File: src/rtl/w_stage_grf.sv
// Write-back stage and 32x32 general register file for the five-stage MIPS pipeline.
// Selects/extends the write-back value, commits it, and serves two bypassed read ports.
module w_stage_grf #(
  parameter logic [31:0] LINK_OFFSET = 32'd8
) (
  input  logic        clk,
  input  logic        reset,
  input  logic [31:0] W_PC,
  input  logic [31:0] W_Instr,
  input  logic [4:0]  W_for_GRFWriteAddr,
  input  logic [31:0] W_ALUResult,
  input  logic [31:0] W_RD,
  input  logic [4:0]  D_rs_addr,
  input  logic [4:0]  D_rt_addr,
  output logic [31:0] D_rs_data,
  output logic [31:0] D_rt_data,
  output logic [31:0] W_wdata,
  output logic        trace_we,
  output logic [31:0] trace_pc,
  output logic [4:0]  trace_addr,
  output logic [31:0] trace_data
);

  localparam int unsigned DW   = 32;
  localparam int unsigned AW   = 5;
  localparam int unsigned NREG = 32;

  localparam logic [5:0] OP_SPECIAL = 6'h00;
  localparam logic [5:0] OP_JAL     = 6'h03;
  localparam logic [5:0] OP_LB      = 6'h20;
  localparam logic [5:0] OP_LH      = 6'h21;
  localparam logic [5:0] OP_LW      = 6'h23;
  localparam logic [5:0] OP_LBU     = 6'h24;
  localparam logic [5:0] OP_LHU     = 6'h25;
  localparam logic [5:0] FN_JALR    = 6'h09;

  logic [5:0]    opcode;
  logic [5:0]    funct;
  logic [1:0]    off;
  logic [7:0]    ld_byte;
  logic [15:0]   ld_half;
  logic [DW-1:0] link_addr;
  logic [DW-1:0] wdata;
  logic          we;
  logic          unused_instr;

  assign opcode       = W_Instr[31:26];
  assign funct        = W_Instr[5:0];
  assign off          = W_ALUResult[1:0];
  assign link_addr    = W_PC + LINK_OFFSET;
  assign unused_instr = ^W_Instr[25:6];
  assign we           = (W_for_GRFWriteAddr != AW'(0)) && !reset;

  // Write-back source select and load extension
  always_comb begin
    ld_byte = '0;
    ld_half = off[1] ? W_RD[31:16] : W_RD[15:0];
    wdata   = W_ALUResult;
    case (off)
      2'd0:    ld_byte = W_RD[7:0];
      2'd1:    ld_byte = W_RD[15:8];
      2'd2:    ld_byte = W_RD[23:16];
      default: ld_byte = W_RD[31:24];
    endcase
    case (opcode)
      OP_LW:      wdata = W_RD;
      OP_LB:      wdata = {{24{ld_byte[7]}}, ld_byte};
      OP_LBU:     wdata = {24'b0, ld_byte};
      OP_LH:      wdata = {{16{ld_half[15]}}, ld_half};
      OP_LHU:     wdata = {16'b0, ld_half};
      OP_JAL:     wdata = link_addr;
      OP_SPECIAL: if (funct == FN_JALR) wdata = link_addr;
      default:    ;
    endcase
  end

  assign W_wdata = wdata;

  // Storage for $1..$31; $0 is implied zero
  logic [DW-1:0] regs [1:NREG-1];

  always_ff @(posedge clk or posedge reset) begin
    if (reset) begin
      for (int i = 1; i < int'(NREG); i++) regs[i] <= '0;
    end else if (we) begin
      for (int i = 1; i < int'(NREG); i++)
        if (W_for_GRFWriteAddr == AW'(i)) regs[i] <= wdata;
    end
  end

  logic [DW-1:0] rs_store;
  logic [DW-1:0] rt_store;

  always_comb begin
    rs_store = '0;
    rt_store = '0;
    for (int i = 1; i < int'(NREG); i++) begin
      if (D_rs_addr == AW'(i)) rs_store = regs[i];
      if (D_rt_addr == AW'(i)) rt_store = regs[i];
    end
  end

  // Zero register, then same-cycle write-through, then storage
  assign D_rs_data = (D_rs_addr == AW'(0)) ? '0 :
                     (we && D_rs_addr == W_for_GRFWriteAddr) ? wdata : rs_store;
  assign D_rt_data = (D_rt_addr == AW'(0)) ? '0 :
                     (we && D_rt_addr == W_for_GRFWriteAddr) ? wdata : rt_store;

  assign trace_we   = we;
  assign trace_pc   = W_PC;
  assign trace_addr = W_for_GRFWriteAddr;
  assign trace_data = wdata;

endmodule
File: config.mk
export PLATFORM = sky130hd
export DESIGN_NAME = w_stage_grf
export DESIGN_NICKNAME = d
export VERILOG_FILES = /design/src/rtl/w_stage_grf.sv
export SDC_FILE = /design/constraint.sdc
export NUM_CORES = 2
export LEC_CHECK = 0
export ABC_AREA = 1
export CORE_MARGIN = 10
export CORE_UTILIZATION = 35
export DETAILED_ROUTE_END_ITERATION = 6
export GPL_TIMING_DRIVEN = 0
export MAX_ROUTING_LAYER = met4
export PLACE_DENSITY = 0.61
export SETUP_SLACK_MARGIN = 0.3
export SYNTH_ARGS = -nofsm -noshare
export SYNTH_HDL_FRONTEND = slang
export SYNTH_SLANG_ARGS = --single-unit
File: constraint.sdc
create_clock -name clk -period 83.3 [get_ports clk]
set_input_delay 8.33 -clock clk [delete_from_list [all_inputs] [get_ports clk]]
set_output_delay 8.33 -clock clk [all_outputs]
set_load 0.01 [all_outputs]
==> run summary <==
=====================================================================================================
Status ................................................................................. finished with violations
Violations in the final reports ........................................................ max-capacitance violations, max-slew violations
Chip Height ............................................................................       419 um
Post-synthesis share of cell area spent on xor and xnor gates ..........................       0.376%
Clock transition at the registers of the reported paths ................................        60 ps
MaxCap Viol Count ......................................................................            4
Post-route ant nets ....................................................................            0
Area grow syn2layout ...................................................................        17.6%
Flip-flop count of the largest register, all copies and words added ....................          992
Synthesized area per cell ..............................................................     6.89 um2
Worst slew margin relative to its limit ................................................       -9.51%
Most area-hungry cell type in the Yosys netlist ........................................ sky130_fd_sc_hd__dfrtp_1
GRT Total Usage ........................................................................        35.5%
Final weighted congestion of routability-driven global placement .......................         1.06
Classification of the worst-slack hold path ............................................ flop to flop
TritonCTS sink count ...................................................................          992
Number of global-route vias before repair ..............................................        57100
Mux contribution to synthesized area ...................................................           0%
Count of endpoints failing hold in the final timing report .............................            0
Area occupied by multi-input gates .....................................................    25700 um2
Initial core utilization ...............................................................        35.2%
Synthesized Nets .......................................................................         8253
Area share of the largest cell type after synthesis ....................................        44.5%
Post-CTS Setup Repair Bufs .............................................................            0
Element type at the critical path end .................................................. primary output
Last element of the critical path ...................................................... D_rt_data[23]
Cell area after synthesis ..............................................................    55800 um2
Leakage power ..........................................................................      29.9 nW
Count of placed standard cells in the final layout, fillers left out ...................        10700
H-tree Lvls ............................................................................            3
Total Wirelength .......................................................................    315000 um
Cell with the most instances after synthesis ........................................... sky130_fd_sc_hd__nand2_1
Final setup violating endpoints ........................................................            0
List of most frequent post-synthesis cells ............................................. sky130_fd_sc_hd__nand2_1, sky130_fd_sc_hd__dfrtp_1, sky130_fd_sc_hd__o21ai_0, sky130_fd_sc_hd__nor2_1, sky130_fd_sc_hd__inv_1
Total power consumption of the routed design ...........................................      1.54 mW
Biggest fanout along the worst timing path .............................................           10
Slew at the pin closest to its max-slew limit ..........................................      1640 ps
TritonCTS Buffers ......................................................................          113
Final worst-path cycle share ...........................................................        28.5%
Post-cts sizing count ..................................................................            0
Setup slack, reg-to-reg ................................................................     82460 ps
CP Launch Point ........................................................................ D_rt_addr[0]
Die area ...............................................................................   176000 um2
Final Slew Violations ..................................................................           37
TritonCTS clock tree ...................................................................        built
Hold Slack .............................................................................       485 ps
Post-route clock skew ..................................................................         0 ps
Pre-CTS setup slack ....................................................................     60200 ps
Seq. cell area .........................................................................    24800 um2
Sequential-to-total area share from yosys stat .........................................        44.5%
Clock Latency Late Sink ................................................................       750 ps
Wire length of the first global-routing pass ...........................................    435000 um
Floorplan core area ....................................................................   159000 um2
Via density ............................................................................         5.76
Global-route congestion overflow total .................................................            0
Critical path required time ............................................................     74970 ps
Total half-perimeter wirelength after legalization and detailed placement ..............    242000 um
Pin count of the biggest net entering global routing ...................................          119
Biggest area contributors in the synthesized netlist ................................... sky130_fd_sc_hd__dfrtp_1, sky130_fd_sc_hd__nand2_1, sky130_fd_sc_hd__o21ai_0
Share of post-route cells with drive strength above 1 ..................................        6.58%
Post-detailed-route wirelength per cell ................................................      29.4 um
PwrDens ................................................................................  23.4 nW/um2
Net count reported at finish ...........................................................         8677
Clock root buffer master ............................................................... sky130_fd_sc_hd__clkbuf_16
Simple-gate share of the synthesized area ..............................................        34.0%
Synthesized-area fraction occupied by ao, oa, aoi and oai cells ........................        11.5%
Highest Clock Rate .....................................................................     42.2 MHz
Reg2reg start ..........................................................................    regs[976]
Total of warnings raised by yosys ......................................................            0
Top FF cell, synth ..................................................................... sky130_fd_sc_hd__dfrtp_1
Number of antenna violations at the first check in global routing ......................           19
Setup tns final ........................................................................         0 ps
Async set or reset register ratio after synthesis ......................................         100%
DR iter-0 viols ........................................................................         9899
Biggest registers after layout .........................................................    regs x992
Buffer levels on the longest clock path ................................................            3
Detailed-routing iteration count for the pre-antenna-repair pass .......................            6
Layout Cell Area excl Fill .............................................................    65700 um2
Launching element type of the critical path ............................................ primary input
Via Count ..............................................................................        61700
Endpoint of the most critical register-to-register path ................................    regs[976]
Number of rows created at floorplan ....................................................          146
Unrepaired setup endpoints after global routing ........................................        false
Worst setup path category .............................................................. primary input to primary output
Final core utilization .................................................................        41.4%
Data arrival time of the worst path ....................................................     15370 ps
Flip-flop and latch count after synthesis ..............................................          992
CTS hold repair buffers ................................................................            0
Dominant combinational cell family by area after synthesis ............................. simple AND/OR/NAND/NOR gates
Biggest register .......................................................................         regs
Number of cells on the worst reg-to-reg path ...........................................            2
Count of flip-flops with a built-in enable after synthesis .............................            0
Ports placed on the boundary ...........................................................          311
Placed cell count ......................................................................        10500
Least setup slack across all paths after layout ........................................     59600 ps
Filler Cell Count ......................................................................        16700
Post-Synthesis Cells ...................................................................         8107
Highest ir drop seen on vdd ............................................................      16.9 uV
Post-synthesis share of cell area spent on full adders, half adders and majority gates .      0.0224%
# port buffers .........................................................................          282
Final critical delay including setup and external delays ...............................     23700 ps
X dimension of the die .................................................................       419 um
Post-DP Area ...........................................................................    61900 um2
Remaining DRCs .........................................................................            0
Yosys cell types .......................................................................           57
=====================================================================================================
-- worst min-delay path by stage --
stage	slack, ps	endpoint	depth (start not counted)	from
final	480	regs[27]	2	regs[27]
after global routing	500	regs[27]	2	regs[27]
after CTS	480	regs[27]	2	regs[27]
after detailed placement	470	regs[27]	2	regs[27]
after global placement	470	regs[27]	2	regs[27]
after floorplan	450	regs[146]	2	regs[146]
-- cells by family (layout without fill, tap and decap cells) --
logic type | Yosys count | count (layout)
other | 0 | 27
buffers and inverters | 1310 | 1823
DFF | 992 | 992
and+or+nand+nor | 4575 | 4575
xor gates and xnor gates | 24 | 24
AOI/OAI and AO/OA | 1205 | 1205
adders and majority gates | 1 | 1
-- layout make-up --
type                       instances  area share, %
tap                             2072           3.95
inverter                         725           4.16
clock inverter                    34          0.579
antenna                           27          0.103
clock buffer                     170           5.07
sequential                       992           37.8
timing repair buffer             309           5.08
buffer                           585           4.07
multi-input combinational       5805           39.2
-- power breakdown --
part / switching, mW / internal (mW)
clock network: 0.225 / 0.296
logic: 0.238 / 0.101
registers: 0.0892 / 0.589
-- layer usage --
layer	part of all wire, %	global-route usage [%]	wire length (um)	vias up
li1	-	-	-	26600
met1	38	44.0	120000	29900
met2	42	51.0	133000	4353
met3	13	10.9	39500	893
met4	7.3	20.3	22900	0
met5	0	-	0	-
-- layout by cell type, fill, tap and decap left out, drive strengths merged, types with 4 or more instances in the layout --
cell type	Yosys	layout
nand2	3039	3039
o2111ai	23	23
xor2	20	20
clkinv	15	38
o31ai	4	4
a2111oi	5	5
a21oi	139	139
inv	710	712
o221ai	5	5
a221oi	8	8
bufinv	0	7
or2	77	77
nor2	800	800
clkbuf	400	570
nor3	14	14
clkdlybuf4s50	0	282
diode	0	27
nand4	465	465
dfrtp	992	992
nand3	167	167
o211ai	6	6
xnor2	4	4
nor4	9	9
o22ai	8	8
o21ai	997	997
buf	185	212
-- critical path, stage by stage --
cell and delay [ps]:
sky130_fd_sc_hd__clkdlybuf4s50_1 660, sky130_fd_sc_hd__nand2_1 270, sky130_fd_sc_hd__inv_1 200, sky130_fd_sc_hd__nand3_2 290
sky130_fd_sc_hd__buf_2 380, sky130_fd_sc_hd__nor2_1 90, sky130_fd_sc_hd__nor2_1 410, sky130_fd_sc_hd__nand4_1 440
sky130_fd_sc_hd__nand2_1 200, sky130_fd_sc_hd__nand4_1 210, sky130_fd_sc_hd__nor2_1 230, sky130_fd_sc_hd__nand4_1 240
sky130_fd_sc_hd__nor2_1 310, sky130_fd_sc_hd__nand4_1 300, sky130_fd_sc_hd__nor2_1 350, sky130_fd_sc_hd__nand4_1 260
sky130_fd_sc_hd__nor2_1 400, sky130_fd_sc_hd__nand4_1 220, sky130_fd_sc_hd__nor2_1 400, sky130_fd_sc_hd__nand4_1 150
sky130_fd_sc_hd__nor2_1 420, sky130_fd_sc_hd__nor2_1 80, sky130_fd_sc_hd__clkdlybuf4s50_1 510
No activity file was read; power rests on OpenSTA's default activity.
